==> src/rtl/pulse_train_pkg.sv <==
// -----------------------------------------------------------------------------
// pulse_train_pkg
// Shared definitions for the pulse train generator: FSM state encoding,
// pulse counter width and the default width of the inter-pulse gap field.
// Optional feature macro used by the top level: PULSE_TRAIN_ABORT_EN.
// -----------------------------------------------------------------------------
package pulse_train_pkg;

    localparam int CNT_W     = 3;
    localparam int GAP_W_DEF = 4;

    typedef enum logic [1:0] {
        IDLE  = 2'd0,
        PULSE = 2'd1,
        GAP   = 2'd2,
        DONE  = 2'd3
    } state_e;

endpackage

==> src/rtl/pulse_gap_timer.sv <==
// -----------------------------------------------------------------------------
// pulse_gap_timer
// Down-counter timing the low cycles between pulses.
// Ports:
//   clk        - clock, rising edge
//   rst        - asynchronous active-high reset
//   load_i     - load load_val_i into the counter (priority over dec_i)
//   load_val_i - value to load
//   dec_i      - decrement the counter by one
//   zero_o     - counter currently holds zero
// -----------------------------------------------------------------------------
module pulse_gap_timer #(
    parameter int GAP_W = 4
) (
    input  logic             clk,
    input  logic             rst,
    input  logic             load_i,
    input  logic [GAP_W-1:0] load_val_i,
    input  logic             dec_i,
    output logic             zero_o
);

    localparam logic [GAP_W-1:0] ONE_C  = GAP_W'(1'b1);
    localparam logic [GAP_W-1:0] ZERO_C = {GAP_W{1'b0}};

    logic [GAP_W-1:0] count_q;
    logic [GAP_W-1:0] count_d;

    // Next count: load wins over decrement, otherwise hold.
    always_comb begin
        count_d = count_q;
        if (load_i) begin
            count_d = load_val_i;
        end else if (dec_i) begin
            count_d = count_q - ONE_C;
        end else begin
            count_d = count_q;
        end
    end

    // Counter register.
    always_ff @(posedge clk or posedge rst) begin
        if (rst) begin
            count_q <= ZERO_C;
        end else begin
            count_q <= count_d;
        end
    end

    assign zero_o = (count_q == ZERO_C);

endmodule

==> src/rtl/pulse_train_gen.sv <==
// -----------------------------------------------------------------------------
// pulse_train_gen
// Emits a burst of pulse_num single-cycle pulses (0 encodes 8) separated by
// gap low cycles, then a one-cycle done strobe. All outputs come from flops.
// Ports:
//   clk       - clock, rising edge
//   rst       - asynchronous active-high reset
//   start     - burst request, only honoured in IDLE
//   pulse_num - pulses per burst, 0 means 8
//   gap       - low cycles between pulses, 0 means back-to-back
//   abort     - terminate burst (only with PULSE_TRAIN_ABORT_EN defined)
//   pulse     - one cycle high per pulse
//   busy      - high in every state except IDLE
//   done      - one-cycle strobe after the last pulse of a completed burst
//   sent_cnt  - pulses issued in the current burst, modulo 8
// Optional feature macro: PULSE_TRAIN_ABORT_EN.
// -----------------------------------------------------------------------------
module pulse_train_gen
    import pulse_train_pkg::*;
#(
    parameter int GAP_W = GAP_W_DEF
) (
    input  logic             clk,
    input  logic             rst,
    input  logic             start,
    input  logic [CNT_W-1:0] pulse_num,
    input  logic [GAP_W-1:0] gap,
`ifdef PULSE_TRAIN_ABORT_EN
    input  logic             abort,
`endif
    output logic             pulse,
    output logic             busy,
    output logic             done,
    output logic [CNT_W-1:0] sent_cnt
);

    localparam logic [CNT_W-1:0] CNT_ONE  = CNT_W'(1'b1);
    localparam logic [CNT_W-1:0] CNT_ZERO = {CNT_W{1'b0}};
    localparam logic [GAP_W-1:0] GAP_ONE  = GAP_W'(1'b1);
    localparam logic [GAP_W-1:0] GAP_ZERO = {GAP_W{1'b0}};

    state_e           state_q, state_d;
    logic [CNT_W-1:0] cnt_q, cnt_d;
    logic [CNT_W-1:0] num_q, num_d;
    logic [GAP_W-1:0] gap_q, gap_d;
    logic             pulse_q, busy_q, done_q;
    logic             abort_s;
    logic             tmr_load_s, tmr_dec_s, tmr_zero_s;

`ifdef PULSE_TRAIN_ABORT_EN
    assign abort_s = abort;
`else
    assign abort_s = 1'b0;
`endif

    // Timer is loaded with gap-1 so the GAP state lasts exactly gap cycles.
    pulse_gap_timer #(
        .GAP_W      (GAP_W)
    ) u_gap_timer (
        .clk        (clk),
        .rst        (rst),
        .load_i     (tmr_load_s),
        .load_val_i (gap_q - GAP_ONE),
        .dec_i      (tmr_dec_s),
        .zero_o     (tmr_zero_s)
    );

    // Next-state logic. The count is advanced on every entry to PULSE, so it
    // already includes the pulse being driven; the last pulse is the one where
    // the count equals the latched number (8 wraps to 0, matching num=0).
    always_comb begin
        state_d    = state_q;
        cnt_d      = cnt_q;
        num_d      = num_q;
        gap_d      = gap_q;
        tmr_load_s = 1'b0;
        tmr_dec_s  = 1'b0;
        case (state_q)
            IDLE: begin
                if (start && !abort_s) begin
                    num_d   = pulse_num;
                    gap_d   = gap;
                    cnt_d   = CNT_ONE;
                    state_d = PULSE;
                end else begin
                    state_d = IDLE;
                end
            end
            PULSE: begin
                if (abort_s) begin
                    state_d = IDLE;
                end else if (cnt_q == num_q) begin
                    state_d = DONE;
                end else if (gap_q == GAP_ZERO) begin
                    cnt_d   = cnt_q + CNT_ONE;
                    state_d = PULSE;
                end else begin
                    tmr_load_s = 1'b1;
                    state_d    = GAP;
                end
            end
            GAP: begin
                if (abort_s) begin
                    state_d = IDLE;
                end else if (tmr_zero_s) begin
                    cnt_d   = cnt_q + CNT_ONE;
                    state_d = PULSE;
                end else begin
                    tmr_dec_s = 1'b1;
                    state_d   = GAP;
                end
            end
            DONE: begin
                state_d = IDLE;
            end
            default: begin
                state_d = IDLE;
            end
        endcase
    end

    // State, latched burst fields and output flops (outputs decoded from the
    // next state so they are registered yet aligned with the state).
    always_ff @(posedge clk or posedge rst) begin
        if (rst) begin
            state_q <= IDLE;
            cnt_q   <= CNT_ZERO;
            num_q   <= CNT_ZERO;
            gap_q   <= GAP_ZERO;
            pulse_q <= 1'b0;
            busy_q  <= 1'b0;
            done_q  <= 1'b0;
        end else begin
            state_q <= state_d;
            cnt_q   <= cnt_d;
            num_q   <= num_d;
            gap_q   <= gap_d;
            pulse_q <= (state_d == PULSE);
            busy_q  <= (state_d != IDLE);
            done_q  <= (state_d == DONE);
        end
    end

    assign pulse    = pulse_q;
    assign busy     = busy_q;
    assign done     = done_q;
    assign sent_cnt = cnt_q;

endmodule

==> config.mk <==
export PLATFORM = sky130hd
export DESIGN_NAME = pulse_train_gen
export DESIGN_NICKNAME = d
export VERILOG_FILES = /design/src/rtl/pulse_train_pkg.sv /design/src/rtl/pulse_gap_timer.sv /design/src/rtl/pulse_train_gen.sv
export SDC_FILE = /design/constraint.sdc
export NUM_CORES = 1
export LEC_CHECK = 0
export ABC_AREA = 1
export CELL_PAD_IN_SITES_DETAIL_PLACEMENT = 1
export CELL_PAD_IN_SITES_GLOBAL_PLACEMENT = 1
export CORE_MARGIN = 2
export CORE_UTILIZATION = 40
export CTS_CLUSTER_SIZE = 8
export DETAILED_ROUTE_END_ITERATION = 16
export HOLD_SLACK_MARGIN = 0.1
export PLACE_DENSITY_LB_ADDON = 0.1
export SLEW_MARGIN = 15
export SYNTH_ARGS = -nofsm -noshare
export SYNTH_HDL_FRONTEND = slang
export SYNTH_HIERARCHICAL = 1
export SYNTH_SLANG_ARGS = --single-unit
==> constraint.sdc <==
create_clock -name clk -period 3 [get_ports clk]
set_input_delay 0.6 -clock clk [delete_from_list [all_inputs] [get_ports clk]]
set_output_delay 0.6 -clock clk [all_outputs]
set_load 0.02 [all_outputs]
# ---- Word level (Yosys, flattened, before mapping)
# Cells that the tools add are included.
dict set report classes {
  add_sub_neg 3
  n_eq_ne 10
  n_mux 17
  n_reduce_logical 8
}
# cell count
set ops {}
lappend ops {{$mux W3} 4}
lappend ops {{$pmux W3 S3} 1}
lappend ops {{$logic_not A4 Y1} 2}
lappend ops {{$mux W4} 2}
lappend ops {{$ne A2 B2 Y1 const B} 4}
lappend ops {{$pmux W2 S4} 1}
lappend ops {{$sub A4 B1 Y4 const B} 2}
lappend ops {{$eq A2 B2 Y1 const B} 3}
lappend ops {{$mux W1} 6}
lappend ops {{$mux W2} 3}
lappend ops {{$reduce_and A5 Y1} 1}
lappend ops {{$eq A2 B1 Y1 const B} 2}
lappend ops {{$reduce_bool A2 Y1} 2}
lappend ops {{$add A3 B1 Y3 const B} 1}
lappend ops {{$eq A3 B3 Y1} 1}
lappend ops {{$reduce_bool A3 Y1} 1}
lappend ops {{$logic_not A2 Y1} 1}
lappend ops {{$reduce_and A2 Y1} 1}
dict set report word_totals {
  reg_bits 19
  elab_cells 46
}

# ---- Logic depth before layout (Yosys ltp)
# Gate-level depths: netlist of run 1.
dict set report logic_depth {
  depth_word 5
  depth_mapped 9
  depth_no_buf 9
}

# ---- Hierarchy
# The synthesis of run 1 kept the hierarchy.
# module n_inst cells_per_inst area_per_inst_um2
set modules_own_cells {}
lappend modules_own_cells {pulse_train_gen 1 103 898.4}
lappend modules_own_cells {pulse_gap_timer 1 34 240.2}

# ---- Worst setup path after synthesis of run 1
# No wires, ideal clock.
dict set report synth_timing {
  path_kind {reg2reg}
  start {register u_gap_timer.count_q[0]}
  end {register cnt_q[0], in the netlist sent_cnt[0]}
  setup_ns 0.118
  arrival_time_ns 1.405
  required_ns 2.882
  slack_ns 1.476
  stages_incl_launch_ff 9
  path_buffers 0
  period_less_slack_ns 1.524
  cell_sequence {dfrtp_1 inv_1 ha_1 nor3b_1 nor2_1 inv_1 nand4_1 nand2_1 nand2_1}
}
dict set report synth_between {
  elab_chain_len 3
}
# item line_no
set synth_rtl {}
lappend synth_rtl {{start, declared} pulse_gap_timer.sv:26} ;# logic [GAP_W-1:0] count_q;
lappend synth_rtl {{start signal, assigned} pulse_gap_timer.sv:46} ;# count_q <= count_d;
lappend synth_rtl {{$logic_not A4 Y1} pulse_gap_timer.sv:50} ;# assign zero_o = (count_q == ZERO_C);
lappend synth_rtl {{named net tmr_zero_s} pulse_train_gen.sv:48} ;# logic tmr_load_s, tmr_dec_s, tmr_zero_s;
lappend synth_rtl {{$ne A2 B2 Y1 (no source line)} --}
lappend synth_rtl {{$reduce_and A5 Y1 (no source line)} --}
lappend synth_rtl {{end signal, assigned} pulse_train_gen.sv:135} ;# cnt_q <= cnt_d;
lappend synth_rtl {{end, declared} pulse_train_gen.sv:43} ;# logic [CNT_W-1:0] cnt_q, cnt_d;
# The timed path passes the listed nets, and every way through them passes these cells.
# A chain may end at the register's enable or synchronous reset.

# ---- Final worst setup path of run 1
dict set report layout_timing {
  start {register cnt_q[0], in the netlist sent_cnt[0]}
  end {output port sent_cnt[0]}
}
# item line_no
set layout_lines {}
lappend layout_lines {{end, declared} pulse_train_gen.sv:34} ;# output logic [CNT_W-1:0] sent_cnt
# No word-level cell between the ends.

==> reports/metrics.cfg, run 1 <==
[outcome]
outcome=completed

[setup_path]
worstPathArrival_ns=1.46
critPathTopFamily=buffers and inverters
cp.buffers_inverters=1
path_class=register to output pin
cpPeakStageDelay_ns=0.65
cp_cell_sequence=clkdlybuf4s50_1
critical_path_peak_fanout=5
cp-start-kind=register
crit_required_ns=2.40
endpoint_kind=output pin
cp_slowest_cell=clkdlybuf4s50_1

[clock_tree]
clockBufferDepth=2
htreeDepth=1
cts.repair.resized=0
cts_tree=yes
cts_root_buf=clkbuf_4
hold_buffers=0
clk_pin_slew_ns=0.12
post-cts-setup-buffers=0
numCtsBuffers=3
cts.sinks=19
clk_latency_ns=0.32

[power]
pwr-share-comb=0.577
p_leak_nw=0.687
internal-power_mw=0.763
switching_share=0.469
p_clk_frac=0.095
power.density_nw_per_um2=1070
power_mw=1.44
p_seq_frac=0.328
p_switching_mw=0.675
peakVddDrop_v=0.000525

[cells_and_area]
fin_nets=174
layout-area-overhead-vs-synth_pct=18.5
final_cell_area_um2=1350
n_antenna_cell=0
multi_input_area_um2=561
fillers=332
final_util=0.493
final-seq-area_um2=475
finalNonFillerCells=186
drive_above_1_share=0.142

[sta]
finalClockSkew_ns=0.0157
timing.final.max_slew_violations=0
worst_pin_slew_ns=0.633
setup_viol=0
period_share=0.685
rsz0062_at_grt=false
layout_min_cycle_time_ns=2.06
hold_viol_final=0
holdWs_ns=0.502
relSlewSlack=0.577
fin_ws_ns=0.945
fin_setup_tns_ns=0
max_freq_mhz=487

[logic_synthesis]
syn_inst=137
synth_xor_area_frac=0.0374
synth_top_family_by_area=simple AND/OR/NAND/NOR gates
yosys_warnings=6
seq_area_frac_synth=0.418
synth_mux_area_frac=0.00989
ys_ff_latch=19
synth_area_um2=1140
syn_area_per_cell_um2=8.31
synth_cell_type_count=22
ys.flop_type=dfrtp_1
syn_nets=155
synth_compound_area_frac=0.0692
synth_common_cells=nand2_1, inv_1, dfrtp_1, nor2_1, a21oi_1
yosys-top-cells-area=dfrtp_1, nand2_1, ha_1, inv_1, a21oi_1
synth_most_common_cell=nand2_1
synth_top_cell_by_area=dfrtp_1
synth_adder_area_share=0.0879
synth-async-reset-ratio=1.00
synth_top_area_share=0.418
yosys.area_share.simple=0.288
synth-edff-count=0

[run]
cap_violations=0

[global_routing]
track_usage=0.178
grt_max_degree=16
antenna_found_initial=0
grt_pass1_vias=1008
grt_pass1_wl_mm=4.44
grt_overflow=0

[min_path]
min_path_type=primary input to asynchronous set/reset pin

[placed_design]
finalWeightedCongestion=0.754
port_buffers=15
hpwlAfterDp_mm=1.94
pre_cts_slack_ns=1.10
place_area_um2=1320
placedCellCount=182

[drt]
drtIter0Drc=16
avgRoutedWirePerCell_um=13.0
dr_total_vias=912
drc=0
dr.pass1.iters=4
postRouteAntennaNets=0
vias_per_cell=4.90
wl_mm=2.42

[floorplanning]
die_x_um=57.4
core_area_um2=2730
start_util=0.416
rows=19
ios=16
die_area_um2=3290
die_h_um=57.4

-- flip-flops by register name, indices dropped and copies added, names as in the netlist --
signal	flops
busy	1
done	1
gap_q	4
num_q	3
pulse	1
sent_cnt	3
state_q	2
u_gap_timer/count_q	4
-- routing by layer --
layer / vias up / global-route usage / routed length (µm)
li1: 461 / - / -
met1: 430 / 0.210 / 1070
met2: 14 / 0.305 / 1200
met3: 7 / 0.0317 / 77
met4: 0 / 0.0930 / 64
met5: - / 0 / 0
-- worst register-to-register path: stages, from the launching register on --
cell and delay, ns:
dfrtp_1 0.39, inv_1 0.13, ha_1 0.20, nor3b_1 0.28
nor2_1 0.13, inv_1 0.23, nand4_1 0.23, nand2_1 0.11
nand2_1 0.06
-- cells by family after synthesis --
logic type | count (synthesis)
and+or+nand+nor | 65
buffers and inverters | 27
DFF | 19
AOI/OAI and AO/OA | 13
adders and majority gates | 8
xor gates and xnor gates | 4
muxes | 1
-- final cells by class --
class	count	share of cell area
well taps	31	0.0288
clock buffers	4	0.0195
inverters	26	0.0724
multi-input cells	91	0.416
repair buffers	15	0.111
flip-flops and latches	19	0.353
-- power groups by stage --
| stage | sequential (mW) | combinational [mW] | clock, mW |
|---|---|---|---|
| 3_5_place_dp | 0.481 | 0.841 | 0 |
| 4_1_cts | 0.474 | 0.848 | 0.143 |
| 6_report | 0.471 | 0.829 | 0.137 |
| 3_3_place_gp | 0.473 | 0.804 | 0 |
| 2_1_floorplan | 0.502 | 0.584 | 0 |
| 5_1_grt | 0.490 | 0.955 | 0.151 |
-- path summary, 6_finish.rpt --
| kind | from | endpoint | slack (ns) | depth (start not counted) |
|---|---|---|---|---|
| worst min-delay path | rst | u_gap_timer/count_q[0] | 0.50 | 2 |
| max in group asynchronous | rst | state_q[0] | 1.89 | 2 |
| worst max register to register | u_gap_timer/count_q[0] | sent_cnt[2] | 1.17 | 8 |
| worst min register to register | u_gap_timer/count_q[0] | u_gap_timer/count_q[0] | 0.53 | 2 |
| min in group clk | u_gap_timer/count_q[0] | u_gap_timer/count_q[0] | 0.53 | 2 |
| worst max-delay path | sent_cnt[0] | sent_cnt[0] | 0.94 | 1 |
-- cells in the final DEF, fill, tap and decap left out, drive strengths merged, types with 4 or more instances in the layout --
| master | instances |
|---|---|
| a21oi | 11 |
| nand3 | 8 |
| inv | 26 |
| dfrtp | 19 |
| nand2 | 38 |
| nand4 | 5 |
| nor2 | 13 |
| clkbuf | 4 |
| ha | 8 |
| clkdlybuf4s50 | 15 |
No activity file was read; power rests on OpenSTA's default activity.
==> inputs of run 2 (changes only) <==
Settings changed: CORE_UTILIZATION 40 to 39.
Clock period 3 ns to 2 ns, I/O delays scaled along.
==> reports/metrics.cfg, run 2 (synthesis gave the netlist of run 1 again) <==
[outcome]
outcome=completed

[cells_and_area]
final_cell_mix=nand2_1, inv_1, dfrtp_1
fin_nets=177
layout-area-overhead-vs-synth_pct=20.4
drive_above_1_share=0.158
n_antenna_cell=0
final_common_cell=nand2_1
reg.largest.list=gap_q (4), u_gap_timer/count_q (4)

[global_routing]
track_usage=0.163
grt_overflow=0
grt_pass1_wl_mm=4.22
use_met1=0.198
met3_usage=0.0201
grt_max_degree=16
busiest_layer=met2
grt_pass1_vias=992
grtUsageMet2=0.294
antenna_found_initial=0

[floorplanning]
core_area_um2=2760
die_h_um=58.0
rows=19
die_area_um2=3370
start_util=0.413
ios=16
die_x_um=58.0

[clock_tree]
cts.repair.resized=0
cts_tree=yes
cts.sinks=19
clockBufferDepth=2
clk_pin_slew_ns=0.11
hold_buffers=0
numCtsBuffers=3
post-cts-setup-buffers=0
htreeDepth=1
clk_latency_ns=0.29
cts_root_buf=clkbuf_4

[power]
power.density_nw_per_um2=1590
switching_share=0.463
internal-power_mw=1.17
pwr-share-comb=0.585
p_seq_frac=0.326
p_switching_mw=1.01
peakVddDrop_v=0.000834
p_clk_frac=0.089
p_leak_nw=0.701

[sta]
fin_ws_ns=0.173
finalClockSkew_ns=0.00395
hold_viol_final=0
period_share=0.914
setup_viol=0
rsz0062_at_grt=false
max_freq_mhz=547
fin_setup_tns_ns=0
relSlewSlack=0.573
layout_min_cycle_time_ns=1.83
worst_pin_slew_ns=0.639
timing.final.max_slew_violations=0

[drt]
vias_per_cell=4.94
drtIter0Drc=17
postRouteAntennaNets=0
drc=0
wl_mm=2.43
dr_total_vias=933
avgRoutedWirePerCell_um=12.8
dr.pass1.iters=4

[setup_path]
critical_path_peak_fanout=5
endpoint_kind=output pin
cpPeakStageDelay_ns=0.65
worstPathArrival_ns=1.43
cp-start-kind=register
cp_slowest_cell=clkdlybuf4s50_1
path_class=register to output pin
cp.buffers_inverters=1
crit_required_ns=1.60
cp_cell_sequence=clkdlybuf4s50_1
critPathTopFamily=buffers and inverters

[placed_design]
pre_cts_slack_ns=0.353
hpwlAfterDp_mm=1.96
port_buffers=15
finalWeightedCongestion=0.732

[run]
cap_violations=0

[min_path]
min_path_type=primary input to asynchronous set/reset pin

## run 2: final cells by class
cell class,instances,area (µm²)
fillers,349,1390
multi-input cells,91,561
flip-flops and latches,19,475
repair buffers,18,173
inverters,26,97.6
well taps,31,38.8
clock buffers,4,26.3
## run 2: power groups by stage
stage / Combinational [mW] / Sequential (mW) / Clock, mW
6_report: 1.28 / 0.713 / 0.194
5_1_grt: 1.45 / 0.734 / 0.222
4_1_cts: 1.30 / 0.714 / 0.204
3_5_place_dp: 1.29 / 0.724 / 0
3_3_place_gp: 1.24 / 0.712 / 0
2_1_floorplan: 0.876 / 0.753 / 0
## run 2: metrics by stage
stage          instance area (µm²)  std cells  hold WS (ns)   util  power (mW)
6_report                      1370        189         0.313  0.497        2.19
3_3_place_gp                  1350        185         0.482  0.488        1.96
5_1_grt                       1370        189         0.306  0.497        2.40
4_1_cts                       1370        189         0.309  0.497        2.21
3_5_place_dp                  1350        185         0.493  0.488        2.02
2_1_floorplan                 1140        137         0.166      -        1.63
## run 2: final timing paths
check / to / depth (start not counted) / startpoint / slack, ns
max: sent_cnt[0] / 1 / sent_cnt[0] / 0.17
min: u_gap_timer/count_q[3] / 2 / rst / 0.31
max reg2reg: busy / 9 / u_gap_timer/count_q[0] / 0.34
min reg2reg: u_gap_timer/count_q[0] / 2 / u_gap_timer/count_q[0] / 0.51
max in group asynchronous: gap_q[0] / 2 / rst / 1.08
min in group clk: u_gap_timer/count_q[0] / 2 / u_gap_timer/count_q[0] / 0.51
## run 2: routing by layer
metal  wire length [µm]  up-vias
met5                  0        -
met4                 18        0
met3                 57        2
met2               1250        9
met1               1100      457
li1                   -      465
==> inputs of run 3 (changes only) <==
Settings changed: GPL_ROUTABILITY_DRIVEN set to 0.
==> results of run 3 <==
No change in the layout: final DEF, timing and power equal those of run 2.
